--- config.mk ---
export PLATFORM = sky130hd
export DESIGN_NAME = regbank_write_arbiter
export DESIGN_NICKNAME = d
export VERILOG_FILES = /design/src/rtl/regbank_pkg.sv /design/src/rtl/wb_queue.sv /design/src/rtl/regbank_write_arbiter.sv
export SDC_FILE = /design/constraint.sdc
export NUM_CORES = 1
export LEC_CHECK = 0
export ABC_AREA = 1
export BUFFER_PORTS_ARGS = -buffer_cell sky130_fd_sc_hd__clkbuf_2
export CAP_MARGIN = 10
export CORE_MARGIN = 2
export CORE_UTILIZATION = 30
export CTS_BUF_LIST = sky130_fd_sc_hd__clkbuf_4 sky130_fd_sc_hd__clkbuf_8
export CTS_CLUSTER_SIZE = 12
export DETAILED_ROUTE_END_ITERATION = 6
export MAX_ROUTING_LAYER = met4
export REMOVE_ABC_BUFFERS = 1
export SYNTH_ARGS = -nofsm -noshare
export SYNTH_HDL_FRONTEND = slang
export SYNTH_SLANG_ARGS = --single-unit
export TNS_END_PERCENT = 10
--- constraint.sdc ---
create_clock -name clock -period 2.6 [get_ports clock]
set_clock_uncertainty 0.1 [all_clocks]
set_input_delay 0.52 -clock clock [delete_from_list [all_inputs] [get_ports clock]]
set_output_delay 0.52 -clock clock [all_outputs]
set_load 0.005 [all_outputs]
--- src/rtl/regbank_pkg.sv ---
// -----------------------------------------------------------------------------
// regbank_pkg
// Shared definitions for the register-bank write arbiter:
//   REG_IDX_W  - width of a register index (32 architectural registers)
//   req_id_e   - requester identity (REQ_ALU = req0, REQ_MEM = req1)
//   wb_entry_t - one queued write {reg_idx, data} at the default 32-bit width
// -----------------------------------------------------------------------------
package regbank_pkg;

  localparam int REG_IDX_W    = 5;
  localparam int DEFAULT_SIZE = 32;

  typedef enum logic {
    REQ_ALU = 1'b0,
    REQ_MEM = 1'b1
  } req_id_e;

  // Field is called reg_idx because "reg" is a reserved word.
  typedef struct packed {
    logic [REG_IDX_W-1:0]    reg_idx;
    logic [DEFAULT_SIZE-1:0] data;
  } wb_entry_t;

endpackage

--- src/rtl/wb_queue.sv ---
// -----------------------------------------------------------------------------
// wb_queue
// DEPTH-entry FIFO holding pending writeback entries {reg_idx, data}.
// Ports:
//   clock, reset_n       - clock, asynchronous active-low reset
//   push, push_entry     - enqueue (caller guarantees !full)
//   pop                  - dequeue head (caller guarantees !empty)
//   head_entry           - current head entry (valid when !empty)
//   full, empty, count   - occupancy status, all registered-state derived
// Entry layout: {reg_idx[REG_IDX_W-1:0], data[SIZE-1:0]}.
// -----------------------------------------------------------------------------
module wb_queue
  import regbank_pkg::*;
#(
  parameter int SIZE  = 32,
  parameter int DEPTH = 2
) (
  input  logic                         clock,
  input  logic                         reset_n,
  input  logic                         push,
  input  logic [REG_IDX_W+SIZE-1:0]    push_entry,
  input  logic                         pop,
  output logic [REG_IDX_W+SIZE-1:0]    head_entry,
  output logic                         full,
  output logic                         empty,
  output logic [$clog2(DEPTH+1)-1:0]   count
);

  localparam int WIDTH = REG_IDX_W + SIZE;
  localparam int PTR_W = $clog2(DEPTH);
  localparam int CNT_W = $clog2(DEPTH+1);

  logic [WIDTH-1:0] mem_q [DEPTH];
  logic [WIDTH-1:0] mem_d [DEPTH];
  logic [PTR_W-1:0] wr_ptr_q, wr_ptr_d;
  logic [PTR_W-1:0] rd_ptr_q, rd_ptr_d;
  logic [CNT_W-1:0] count_q, count_d;

  always_comb begin
    mem_d    = mem_q;
    wr_ptr_d = wr_ptr_q;
    rd_ptr_d = rd_ptr_q;
    count_d  = count_q;
    // DEPTH is a power of two, so pointer increments wrap naturally.
    if (push) begin
      mem_d[wr_ptr_q] = push_entry;
      wr_ptr_d        = wr_ptr_q + 1'b1;
    end
    if (pop) begin
      rd_ptr_d = rd_ptr_q + 1'b1;
    end
    // Simultaneous push and pop leaves occupancy unchanged.
    case ({push, pop})
      2'b10:   count_d = count_q + 1'b1;
      2'b01:   count_d = count_q - 1'b1;
      default: count_d = count_q;
    endcase
  end

  always_ff @(posedge clock or negedge reset_n) begin
    if (!reset_n) begin
      for (int i = 0; i < DEPTH; i++) begin
        mem_q[i] <= '0;
      end
      wr_ptr_q <= '0;
      rd_ptr_q <= '0;
      count_q  <= '0;
    end else begin
      mem_q    <= mem_d;
      wr_ptr_q <= wr_ptr_d;
      rd_ptr_q <= rd_ptr_d;
      count_q  <= count_d;
    end
  end

  assign head_entry = mem_q[rd_ptr_q];
  assign full       = (count_q == CNT_W'(DEPTH));
  assign empty      = (count_q == '0);
  assign count      = count_q;

endmodule

--- src/rtl/regbank_write_arbiter.sv ---
// -----------------------------------------------------------------------------
// regbank_write_arbiter
// Shares the register bank's single write port between req0 (ALU results) and
// req1 (load/memory results). Each requester feeds a DEPTH-entry wb_queue; a
// round-robin arbiter drains one entry per cycle into registered outputs that
// drive the bank's RegWrite/WriteReg/WriteData directly.
//
// Handshake: an entry is accepted at a rising edge when reqN_valid && reqN_ready.
// reqN_ready is simply !full of that queue; it never depends on valid or on a
// pop happening in the same cycle.
//
// Ports:
//   clock, reset_n               - clock, asynchronous active-low reset
//   req0_valid/ready/reg/data    - ALU writeback requester
//   req1_valid/ready/reg/data    - memory writeback requester
//   RegWrite, WriteReg, WriteData- registered write port to the bank
//   idle                         - both queues empty and no strobe pending
//
// Build option ZERO_REG_FILTER_EN: when defined, a granted entry targeting
// register 0 is popped and counts for arbitration, but no strobe is issued
// and WriteReg/WriteData hold.
// -----------------------------------------------------------------------------
module regbank_write_arbiter
  import regbank_pkg::*;
#(
  parameter int SIZE  = 32,
  parameter int DEPTH = 2
) (
  input  logic                 clock,
  input  logic                 reset_n,
  input  logic                 req0_valid,
  output logic                 req0_ready,
  input  logic [REG_IDX_W-1:0] req0_reg,
  input  logic [SIZE-1:0]      req0_data,
  input  logic                 req1_valid,
  output logic                 req1_ready,
  input  logic [REG_IDX_W-1:0] req1_reg,
  input  logic [SIZE-1:0]      req1_data,
  output logic                 RegWrite,
  output logic [REG_IDX_W-1:0] WriteReg,
  output logic [SIZE-1:0]      WriteData,
  output logic                 idle
);

  localparam int CNT_W = $clog2(DEPTH+1);

  logic                        push0, push1, pop0, pop1;
  logic                        full0, full1, empty0, empty1;
  logic [REG_IDX_W+SIZE-1:0]   head0, head1;
  logic [CNT_W-1:0]            count0, count1;

  assign req0_ready = !full0;
  assign req1_ready = !full1;
  assign push0      = req0_valid && req0_ready;
  assign push1      = req1_valid && req1_ready;

  wb_queue #(.SIZE(SIZE), .DEPTH(DEPTH)) u_q0 (
    .clock      (clock),
    .reset_n    (reset_n),
    .push       (push0),
    .push_entry ({req0_reg, req0_data}),
    .pop        (pop0),
    .head_entry (head0),
    .full       (full0),
    .empty      (empty0),
    .count      (count0)
  );

  wb_queue #(.SIZE(SIZE), .DEPTH(DEPTH)) u_q1 (
    .clock      (clock),
    .reset_n    (reset_n),
    .push       (push1),
    .push_entry ({req1_reg, req1_data}),
    .pop        (pop1),
    .head_entry (head1),
    .full       (full1),
    .empty      (empty1),
    .count      (count1)
  );

  // Round-robin: with both queues nonempty, the requester not granted last wins.
  req_id_e last_q, last_d;
  logic    grant_any;
  req_id_e grant_id;

  assign pop0      = !empty0 && (empty1 || (last_q == REQ_MEM));
  assign pop1      = !empty1 && (empty0 || (last_q == REQ_ALU));
  assign grant_any = pop0 || pop1;
  assign grant_id  = pop1 ? REQ_MEM : REQ_ALU;

  logic [REG_IDX_W+SIZE-1:0] grant_entry;
  logic [REG_IDX_W-1:0]      grant_reg;
  logic [SIZE-1:0]           grant_data;
  logic                      write_en;

  assign grant_entry = pop1 ? head1 : head0;
  assign grant_reg   = grant_entry[SIZE +: REG_IDX_W];
  assign grant_data  = grant_entry[SIZE-1:0];

`ifdef ZERO_REG_FILTER_EN
  assign write_en = (grant_reg != '0);
`else
  assign write_en = 1'b1;
`endif

  logic                 regwrite_q, regwrite_d;
  logic [REG_IDX_W-1:0] write_reg_q, write_reg_d;
  logic [SIZE-1:0]      write_data_q, write_data_d;

  always_comb begin
    regwrite_d   = 1'b0;
    write_reg_d  = write_reg_q;
    write_data_d = write_data_q;
    last_d       = last_q;
    if (grant_any) begin
      last_d     = grant_id;
      regwrite_d = write_en;
      if (write_en) begin
        write_reg_d  = grant_reg;
        write_data_d = grant_data;
      end
    end
  end

  always_ff @(posedge clock or negedge reset_n) begin
    if (!reset_n) begin
      regwrite_q   <= 1'b0;
      write_reg_q  <= '0;
      write_data_q <= '0;
      last_q       <= REQ_MEM;  // req0 wins the first contested grant
    end else begin
      regwrite_q   <= regwrite_d;
      write_reg_q  <= write_reg_d;
      write_data_q <= write_data_d;
      last_q       <= last_d;
    end
  end

  assign RegWrite  = regwrite_q;
  assign WriteReg  = write_reg_q;
  assign WriteData = write_data_q;
  assign idle      = (count0 == '0) && (count1 == '0) && !regwrite_q;

endmodule
==> run metrics <==
status=complete, no violations; DR vias=6820; FF-to-FF End=WriteData[24]; period utilization=91.7%; Final Hold Viols=0; Max VDD drop=0.577 mV; initial drt markers=434; die extent in y=175 um; Sink Count=195; Port Buf Inserts=118; Setup Viol. Count Final=0; Tmin final=2.38 ns; Sw Ratio=42.8%; Area growth syn-to-layout=14.8%; Synth Area per Inst=8.38 um2; CTS tree=yes; Most used DFF post-synth=dfrtp_1; worst r2r src=u_q1.count[0]; H-Tree Depth=4; Total Wirelength=21700 um; pwr/cell area=1280 nW/um2; Layout fillers=3046; clk slew on worst S/H paths=0.10 ns; cell area after layout=10100 um2; Sum Neg Setup Slack=0 ns; row count=62; pin count of the biggest net entering global routing=75; post-synthesis sequential area ratio=55.6%; worst relative slew slack=27.0%; GPL Wtd Cong=0.749; mapped cell area=8780 um2; dpl hpwl=14200 um; global-route usage over all layers=15.3%; Crit Path Class=flip-flop to output port; Die W=175 um; Max Cap Viol=0; sequential power share=42.0%; ys async rst share=100%; Die Footprint=30600 um2; final worst setup slack=0.216 ns; Post-synth top cells=346 x nand2_1, 194 x dfrtp_1, 126 x o21ai_0; Starting Density=30.5%; Final nets=1216; Placement Cell Area=9710 um2; Syn. warnings=0; post-route antenna net violation count=0; RSZ-0062 raised after global routing=false; switching pwr=5.53 mW; global route overflow=0; count of pins over their slew limit=0; CTS Buf Count=17; Root Buffer Master=clkbuf_8; Reg2Reg Setup Slack=0.57 ns; Cell Int Power=7.39 mW; Post-synth EDFFs=0; count leader, synth=nand2_1; count of non-filler cells in the finished layout=1533; post-synth cell types=26; crit path launch=u_q0.count[1]; DRC violations left=0; post-synthesis cell count=1047; I/O Pins=119; flops & latches, synth=195; area fraction of the dominant cell type after synthesis=55.3%; antenna cells=0; CTS Buffer Depth=2; dominant cell type by area after synthesis=dfrtp_1; crit-path max FO=6; worst slew pin tran=1.09 ns; via count of the first global-routing pass=6592; CP Capture Point=idle; critical path data required time=1.98 ns; Worst-Skew Late Latency=0.46 ns; combinational share of power=43.7%; core area=28800 um2; fmax=0.420 GHz; WL/cell=14.2 um; Clk pwr share=14.3%; CP arrival=1.76 ns; initial antenna violation count=0; Synth area leaders=dfrtp_1 55%, nand2_1 15%, o21ai_0 7.2%, inv_1 5.0%, nor2_1 3.1%; R2R cell count=8; startpoint types=flip-flop; Leakage=5.23 nW; placed cells=1500; Worst setup EP type=output port; Setup WS pre-CTS=0.577 ns; first-pass GRT wire length=35700 um; routed vias/inst=4.45; share of cells above drive strength 1=18.3%; Tightest Hold Check Type=input port to flip-flop; 1st-pass router iterations=4
-- flip-flops by register name, summed over array words and instances, names as in the netlist, 2 cells and up --
name        flops
u_q0.count      2
u_q1.mem_q     74
WriteReg        5
u_q1.count      2
u_q0.mem_q     74
WriteData      32
-- repair_timing --
| action | CTS | global route |
|---|---|---|
| gates resized for setup | 0 | 0 |
| hold buffers | 1 | 0 |
| buffers inserted | 0 | 0 |
| endpoints found under the hold margin | 40 | 0 |
-- per-stage QoR --
stage               total power, mW  utilization (%)  hold WS, ns
CTS                            13.1             35.0        0.162
detailed placement             11.2             33.7        0.365
finish                         12.9             35.0        0.182
floorplan                      9.08                -        0.124
global route                   14.2             35.0        0.165
global placement               11.1             33.7        0.361
-- cell families after synthesis --
family | count (synthesis) | synth area share [%]
adder cells (fa/ha/maj) | 2 | 0.285
buffers and inverters | 185 | 9.44
flip-flops | 195 | 55.6
XOR/XNOR | 6 | 0.599
AO/OA/AOI/OAI | 228 | 15.2
AND/OR/NAND/NOR | 431 | 18.9
-- cell usage in the layout, fill, tap and decap left out, drive strengths merged --
cell and instances:
o211ai 35, clkinvlp 2, clkbuf 137, o21ai 190
or2 2, xor2 3, nand2 350, a21oi 3
dfstp 1, clkinv 6, dfrtp 194, dlygate4sd3 1
ha 2, nor2 72, inv 127, nand3 7
xnor2 3, buf 14
-- layer usage --
metal	wire length (um)	global-route usage [%]
met1	10700	20.6
met2	10100	24.2
met3	753	2.83
met4	169	2.99
met5	0	-
-- critical path, cell delays in order (launching register included) --
cell	delay (ns)
dfrtp_1	0.49
nor2_1	0.29
nand3_2	0.26
nor2_1	0.15
clkbuf_2	0.12
-- how the worst min path moves through the flow --
| stage | startpoint | end | slack [ns] | cells past startpoint |
|---|---|---|---|---|
| final | req0_data[27] | u_q0.mem_q[64] | 0.18 | 3 |
| after global routing | req0_data[9] | u_q0.mem_q[46] | 0.16 | 3 |
| after CTS | req0_data[27] | u_q0.mem_q[64] | 0.16 | 3 |
| after detailed placement | WriteData[3] | WriteData[3] | 0.36 | 2 |
| after global placement | WriteData[20] | WriteData[20] | 0.36 | 2 |
| after floorplan | reset_n | RegWrite | 0.12 | 0 |
-- power groups by stage --
stage	Combinational, mW	Sequential [mW]	Clock (mW)
2_1_floorplan	3.65	5.43	0
3_3_place_gp	5.62	5.44	0
3_5_place_dp	5.75	5.47	0
4_1_cts	5.76	5.42	1.91
5_1_grt	6.57	5.61	2.05
6_report	5.65	5.42	1.85
-- area by class of cell --
type	count	area (um2)	share of cell area, %
Clock buffer	19	262	2.59
Timing Repair Buffer	133	790	7.83
Sequential cell	195	4880	48.5
Inverter	122	458	4.54
Tap cell	384	480	4.77
Multi-Input combinational cell	667	3110	30.8
Clock inverter	13	98.8	0.981
Note: power is estimated with default switching activity, not from simulation.
